<file path="config.mk">
export PLATFORM = sky130hd
export DESIGN_NAME = stack_arbiter
export DESIGN_NICKNAME = d
export VERILOG_FILES = /design/src/rtl/stack_arb_pkg.sv /design/src/rtl/rr_arb2.sv /design/src/rtl/stack_arbiter.sv
export SDC_FILE = /design/constraint.sdc
export NUM_CORES = 1
export LEC_CHECK = 0
export CAP_MARGIN = 5
export CORE_AREA = 10 10 100 102
export DETAILED_ROUTE_END_ITERATION = 6
export DIE_AREA = 0 0 110 112
export DONT_BUFFER_PORTS = 1
export HOLD_SLACK_MARGIN = 0.05
export SETUP_SLACK_MARGIN = 0.15
export SYNTH_ARGS = -nofsm -noshare
export SYNTH_HDL_FRONTEND = slang
export SYNTH_SLANG_ARGS = --single-unit
</file>
<file path="constraint.sdc">
create_clock -name Clk -period 1.96 [get_ports Clk]
set_clock_uncertainty 0.05 [all_clocks]
set_input_delay 0.392 -clock Clk [delete_from_list [all_inputs] [get_ports Clk]]
set_output_delay 0.392 -clock Clk [all_outputs]
set_load 0.01 [all_outputs]
</file>
<file path="src/rtl/stack_arb_pkg.sv">
// Shared types and constants for the two-port LIFO stack arbiter.
package stack_arb_pkg;

  localparam int DEPTH_DEF = 16;
  localparam int WIDTH_DEF = 16;

  localparam logic OP_PUSH = 1'b0;
  localparam logic OP_POP  = 1'b1;

  typedef enum logic [1:0] {
    IDLE,
    ISSUE,
    CAPTURE,
    DONE
  } state_e;

endpackage

</file>
<file path="src/rtl/rr_arb2.sv">
// Two-way round-robin picker: on a tie the requester that did not win last
// time gets the grant. Purely combinational.
module rr_arb2 (
  input  logic [1:0] req,
  input  logic       last_grant,
  output logic [1:0] grant,
  output logic       valid
);

  // Pick a one-hot winner; ties go to the non-last-granted side.
  always_comb begin
    valid = |req;
    grant = req;
    if (req == 2'b11) begin
      grant = last_grant ? 2'b01 : 2'b10;
    end
  end

endmodule

</file>
<file path="src/rtl/stack_arbiter.sv">
// Round-robin controller sharing one LIFO stack macro between two clients.
// One stack command per transaction; occupancy is tracked locally and
// cross-checked against the stack's EMPTY/FULL flags.
module stack_arbiter
  import stack_arb_pkg::*;
#(
  parameter int DEPTH = DEPTH_DEF,
  parameter int WIDTH = WIDTH_DEF,
  parameter int CW    = $clog2(DEPTH + 1)
) (
  input  logic             Clk,
  input  logic             Rst,
  input  logic             req0,
  input  logic             req1,
  input  logic             rw0,
  input  logic             rw1,
  input  logic [WIDTH-1:0] wdata0,
  input  logic [WIDTH-1:0] wdata1,
  output logic             ack0,
  output logic             ack1,
  output logic             err0,
  output logic             err1,
  output logic [WIDTH-1:0] rdata0,
  output logic [WIDTH-1:0] rdata1,
  output logic             stk_en,
  output logic             stk_rw,
  output logic [WIDTH-1:0] stk_din,
  input  logic [WIDTH-1:0] stk_dout,
  input  logic             stk_empty,
  input  logic             stk_full,
  output logic [CW-1:0]    count,
  output logic             busy,
  output logic             sync_err
);

  state_e           state_q, state_d;
  logic [CW-1:0]    count_q, count_d;
  logic             last_grant_q, last_grant_d;
  logic             sync_err_q, sync_err_d;
  logic             win_q, win_d;
  logic             op_q, op_d;
  logic             ack0_q, ack0_d, ack1_q, ack1_d;
  logic             err0_q, err0_d, err1_q, err1_d;
  logic [WIDTH-1:0] rdata0_q, rdata0_d, rdata1_q, rdata1_d;
  logic             stk_en_q, stk_en_d;
  logic             stk_rw_q, stk_rw_d;
  logic [WIDTH-1:0] stk_din_q, stk_din_d;
  logic             busy_q, busy_d;

  logic [1:0]       arb_grant;
  logic             arb_valid;
  logic             sel_rw;
  logic [WIDTH-1:0] sel_data;
  logic             sel_reject;
  logic [WIDTH-1:0] pop_word;

  rr_arb2 u_arb (
    .req        ({req1, req0}),
    .last_grant (last_grant_q),
    .grant      (arb_grant),
    .valid      (arb_valid)
  );

  assign sel_rw     = (arb_grant[0] & rw0) | (arb_grant[1] & rw1);
  assign sel_data   = ({WIDTH{arb_grant[0]}} & wdata0) | ({WIDTH{arb_grant[1]}} & wdata1);
  assign sel_reject = (sel_rw == OP_PUSH) ? (count_q == CW'(DEPTH)) : (count_q == CW'(0));
  assign pop_word   = (op_q == OP_POP) ? stk_dout : '0;

  // Next-state and registered-output computation for the transaction FSM.
  always_comb begin
    // NOTE: every *_d gets a default before the case so no path infers a latch.
    state_d      = state_q;
    count_d      = count_q;
    last_grant_d = last_grant_q;
    sync_err_d   = sync_err_q;
    win_d        = win_q;
    op_d         = op_q;
    ack0_d       = 1'b0;
    ack1_d       = 1'b0;
    err0_d       = 1'b0;
    err1_d       = 1'b0;
    rdata0_d     = '0;
    rdata1_d     = '0;
    stk_en_d     = 1'b0;
    stk_rw_d     = stk_rw_q;
    stk_din_d    = stk_din_q;

    unique case (state_q)
      IDLE: begin
        if (arb_valid) begin
          win_d = arb_grant[1];
          op_d  = sel_rw;
          if (sel_reject) begin
            // Push on full / pop on empty: answer at once, never touch the stack.
            state_d = DONE;
            ack0_d  = arb_grant[0];
            ack1_d  = arb_grant[1];
            err0_d  = arb_grant[0];
            err1_d  = arb_grant[1];
          end else begin
            state_d   = ISSUE;
            stk_en_d  = 1'b1;
            stk_rw_d  = sel_rw;
            stk_din_d = sel_data;
          end
        end
      end
      ISSUE: begin
        count_d = (op_q == OP_PUSH) ? count_q + CW'(1) : count_q - CW'(1);
        state_d = CAPTURE;
      end
      CAPTURE: begin
        if ((stk_empty != (count_q == CW'(0))) || (stk_full != (count_q == CW'(DEPTH)))) begin
          sync_err_d = 1'b1;
        end
        state_d = DONE;
        ack0_d  = ~win_q;
        ack1_d  = win_q;
        if (win_q) rdata1_d = pop_word;
        else       rdata0_d = pop_word;
      end
      DONE: begin
        last_grant_d = win_q;
        state_d      = IDLE;
      end
      default: state_d = IDLE;
    endcase

    busy_d = (state_d != IDLE);
  end

  // State and output registers; an asynchronous reset aborts any transaction.
  always_ff @(posedge Clk or negedge Rst) begin
    if (!Rst) begin
      state_q      <= IDLE;
      count_q      <= '0;
      last_grant_q <= 1'b1;
      sync_err_q   <= 1'b0;
      win_q        <= 1'b0;
      op_q         <= OP_PUSH;
      ack0_q       <= 1'b0;
      ack1_q       <= 1'b0;
      err0_q       <= 1'b0;
      err1_q       <= 1'b0;
      rdata0_q     <= '0;
      rdata1_q     <= '0;
      stk_en_q     <= 1'b0;
      stk_rw_q     <= 1'b0;
      stk_din_q    <= '0;
      busy_q       <= 1'b0;
    end else begin
      // NOTE: non-blocking so every flop samples pre-edge values of the others.
      state_q      <= state_d;
      count_q      <= count_d;
      last_grant_q <= last_grant_d;
      sync_err_q   <= sync_err_d;
      win_q        <= win_d;
      op_q         <= op_d;
      ack0_q       <= ack0_d;
      ack1_q       <= ack1_d;
      err0_q       <= err0_d;
      err1_q       <= err1_d;
      rdata0_q     <= rdata0_d;
      rdata1_q     <= rdata1_d;
      stk_en_q     <= stk_en_d;
      stk_rw_q     <= stk_rw_d;
      stk_din_q    <= stk_din_d;
      busy_q       <= busy_d;
    end
  end

  assign ack0     = ack0_q;
  assign ack1     = ack1_q;
  assign err0     = err0_q;
  assign err1     = err1_q;
  assign rdata0   = rdata0_q;
  assign rdata1   = rdata1_q;
  assign stk_en   = stk_en_q;
  assign stk_rw   = stk_rw_q;
  assign stk_din  = stk_din_q;
  assign count    = count_q;
  assign busy     = busy_q;
  assign sync_err = sync_err_q;

endmodule
</file>
==> metrics.log <==
INFO  metric whs = -0.3082 ns
INFO  metric htreeDepth = 3
INFO  metric post-synth-top-area-cell = sky130_fd_sc_hd__dfrtp_1
INFO  metric sequentialPowerShare = 44.5%
INFO  metric antenna_cells = 0
INFO  metric drt_drc_violations_left = 0
INFO  metric global_route.usage.met1 = about 13%
INFO  metric yosys_cell_types = 33
INFO  metric wire_length_of_the_first_global_routing_pass = approximately 11000 um
INFO  metric drt.antenna.violating_nets = 0
INFO  metric synth.cell_area = 0.002734 mm2
INFO  metric cts.root.buffer_cell = sky130_fd_sc_hd__clkbuf_8
INFO  metric vdd_ir_drop_max = 0.6542 mV
INFO  metric grt_usage = 11.53%
INFO  metric total_gr_overflow = 0
INFO  metric post-route-util = roughly 40%
INFO  metric cp-end-kind = flop
INFO  metric filler_cell_count = 792
INFO  metric drv_slew = 0
INFO  metric worstRegToRegCells = 6
INFO  metric cell_row_count = 33
INFO  metric setup.worst_path.start_class = flop
INFO  metric synth_ff_type = sky130_fd_sc_hd__dfrtp_1
INFO  metric postSynthAreaPerCell = between 10 and 15 um2
INFO  metric synth_area_leaders = sky130_fd_sc_hd__dfrtp_1 (59%), sky130_fd_sc_hd__a21oi_1 (5.3%), sky130_fd_sc_hd__nor2_1 (5.1%)
INFO  metric synth.most_common_cell = sky130_fd_sc_hd__dfrtp_1
INFO  metric synth_cells = 248
INFO  metric achievable-frequency = 0.5744 GHz
INFO  metric finalWeightedCongestion = ~0.76
INFO  metric reg2reg_from = last_grant_q
INFO  metric most_heavily_used_metal_layer_in_global_routing = met2
INFO  metric avgViaCountPerCell = about 5
INFO  metric ios = between 100 and 150
INFO  metric grt_setup_unrepaired = yes
INFO  metric hpwl = 5130 um
INFO  metric numPortBuffers = 0
INFO  metric cts_max_path_buffers = 2
INFO  metric report.final.setup_viol = 0
INFO  metric layout_min_cycle_time = 1.741 ns
INFO  metric drv.max_cap_violation_count = 0
INFO  metric yosys_register_bits = 66
INFO  metric post-layout-total-power = between 5 and 6 mW
INFO  metric power_switching = 2.028 mW
INFO  metric synth.top_cell.area_share = 59.50%
INFO  metric worst_slew_pin_slew = 0.2659 ns
INFO  metric synth_async_sr_flop_share = 100.0%
INFO  metric critPathKind = flop to flop
INFO  metric post_cts.repair.setup_buffers = 0
INFO  metric globalRouteMet3Util = 7.670%
INFO  metric hold_crit_path_type = input pin to asynchronous set/reset pin
INFO  metric comb_power_share = a little over a third
INFO  metric clock_latency_on_the_worst_skew_pair = 0.34 ns
INFO  metric worst-endpoint-arrival = between 1.5 and 2 ns
INFO  metric p_int = 3.198 mW
INFO  metric power.share.clock = 20.3%
INFO  metric post_cts_clock_slew_at_the_launch_and_capture_registers_of_the_worst_setup_and_hold_paths = 0.07 ns
INFO  metric synth_warnings = 0
INFO  metric power.switching_fraction = 38.81%
INFO  metric failed_checks = hold timing
INFO  metric yosysSeqAreaShare = 60.46%
INFO  metric layout_cells_sized_above_1 = 21.80%
INFO  metric setup-tns-final = 0 ns
INFO  metric cp_max_fo = 11
INFO  metric power-per-cell-area = 1650 mW/mm2
INFO  metric die_y = 112 um
INFO  metric vias = approximately 1800
INFO  metric leakage = 1.399 nW
INFO  metric detail_route.iter0.violations = 39
INFO  metric report.final.hold_viol_count = 66
INFO  metric antenna_found_initial = 0
INFO  metric die_w = 110 um
INFO  metric drt_pass1_iterations = 4
INFO  metric synth-edff-count = 0
INFO  metric pin_count_of_the_biggest_net_entering_global_routing = 67
INFO  metric synthTopCellsByCount = sky130_fd_sc_hd__dfrtp_1 (65), sky130_fd_sc_hd__nor2_1 (37), sky130_fd_sc_hd__a21oi_1 (29)
INFO  metric crit_required = 2.14 ns
INFO  metric die_area = around 0.012 mm2
INFO  metric nNetsFinal = 325
INFO  metric start_util = 33.95%
INFO  metric grt_pass1_vias = 2113
INFO  metric numCtsBuffers = 9
INFO  metric rr_endpoint = state_q[1]
INFO  metric cts_tree = built
INFO  metric nets_in_the_synthesized_netlist = 312
INFO  metric slew_headroom = around 82%
INFO  metric syn2layout_area_growth = 15.84%
INFO  metric totalWireLength = 7087 um
INFO  metric post_drt_wl_per_cell = ~19 um
INFO  metric r2r_setup_slack = around 0.22 ns
INFO  metric core-area = 0.008051 mm2
INFO  metric met2_usage = 16.41%
INFO  metric status = complete, but fails checks
INFO  metric final.period_utilization = 88.83%
INFO  metric cts.sink_count = 66
worst max-delay path, cell delays in order (launching register included):
cell	delay [ns]
sky130_fd_sc_hd__dfstp_2	0.56
sky130_fd_sc_hd__a21boi_4	0.07
sky130_fd_sc_hd__a32oi_4	0.22
sky130_fd_sc_hd__mux2i_4	0.34
sky130_fd_sc_hd__buf_6	0.19
sky130_fd_sc_hd__o211ai_1	0.09
sky130_fd_sc_hd__o21a_1	0.12
state kept, by name (all words and copies together), names as in the netlist, 2 cells and up:
name	flops
state_q	2
rdata0	16
stk_din	16
rdata1	16
count	5
layer usage:
layer  routed length [um]  up-vias
met1                 2846      872
met3                  999       12
li1                     -      863
met2                 3130       99
met5                    0        -
met4                  110        0
cells in the final DEF (no fill, tap or decap), drive strengths merged, types with 3 or more instances in the layout:
cell type,n
inv,7
nor2b,3
o21a,3
nand2,23
a21oi,38
nor3,3
nand2b,3
and2,4
o21ai,5
a22oi,16
nor2,37
mux2,3
xnor2,3
clkbuf,12
ha,7
dfrtp,65
buf,16
cells by family (layout without fill, tap and decap cells):
| family | after synthesis | after routing | share of synthesized area (%) |
|---|---|---|---|
| buf+inv | 22 | 39 | 3.753 |
| simple gates | 76 | 77 | 12.31 |
| flops | 66 | 66 | 60.46 |
| xor+xnor | 4 | 4 | 1.282 |
| compound gates | 68 | 68 | 16.66 |
| fa+ha+maj | 8 | 8 | 3.936 |
| mux | 4 | 4 | 1.602 |
power groups by stage:
stage	registers, mW	logic (mW)	clock network [mW]
finish	2.32	1.84	1.06
global route	2.39	2.11	1.19
CTS	2.33	1.77	1.10
detailed placement	2.34	1.76	0
global placement	2.34	1.70	0
floorplan	2.24	1.35	0
worst max path at each step:
| stage | start | end | cells after the start |
|---|---|---|---|
| global placement | last_grant_q | stk_din[6] | 5 |
| CTS | count[2] | count[4] | 6 |
| global route | last_grant_q | stk_din[3] | 6 |
| detailed placement | last_grant_q | stk_din[1] | 5 |
| floorplan | op_q | count[4] | 9 |
| finish | last_grant_q | state_q[1] | 6 |
area by class of cell:
class                           count  area [um2]  area share, %
Timing Repair Buffer               16       127.6          4.030
Multi-Input combinational cell    161        1035          32.67
Clock inverter                      4       25.02         0.7902
Clock buffer                       12       165.2          5.215
Inverter                            7       26.28         0.8297
Tap cell                          105       131.4          4.149
Sequential cell                    66        1657          52.31
per-stage QoR:
step | cell area [um2] | cells | setup slack (ns)
6_report | 3167 | 371 | 0.2190
5_1_grt | 3167 | 371 | 0.1112
4_1_cts | 3099 | 369 | 0.1751
3_5_place_dp | 2905 | 353 | -0.1919
3_3_place_gp | 2905 | 353 | -0.08806
2_1_floorplan | 2755 | 248 | 0.1328
repair_timing:
item / 4_1_cts / 5_1_grt
gates cloned: 0 / 2
resized for setup: 3 / 13
hold endpoints to repair: 66 / 66
pin swaps: 0 / 2
setup endpoints to repair: 18 / 19
Power figures use the tool's default switching activity.
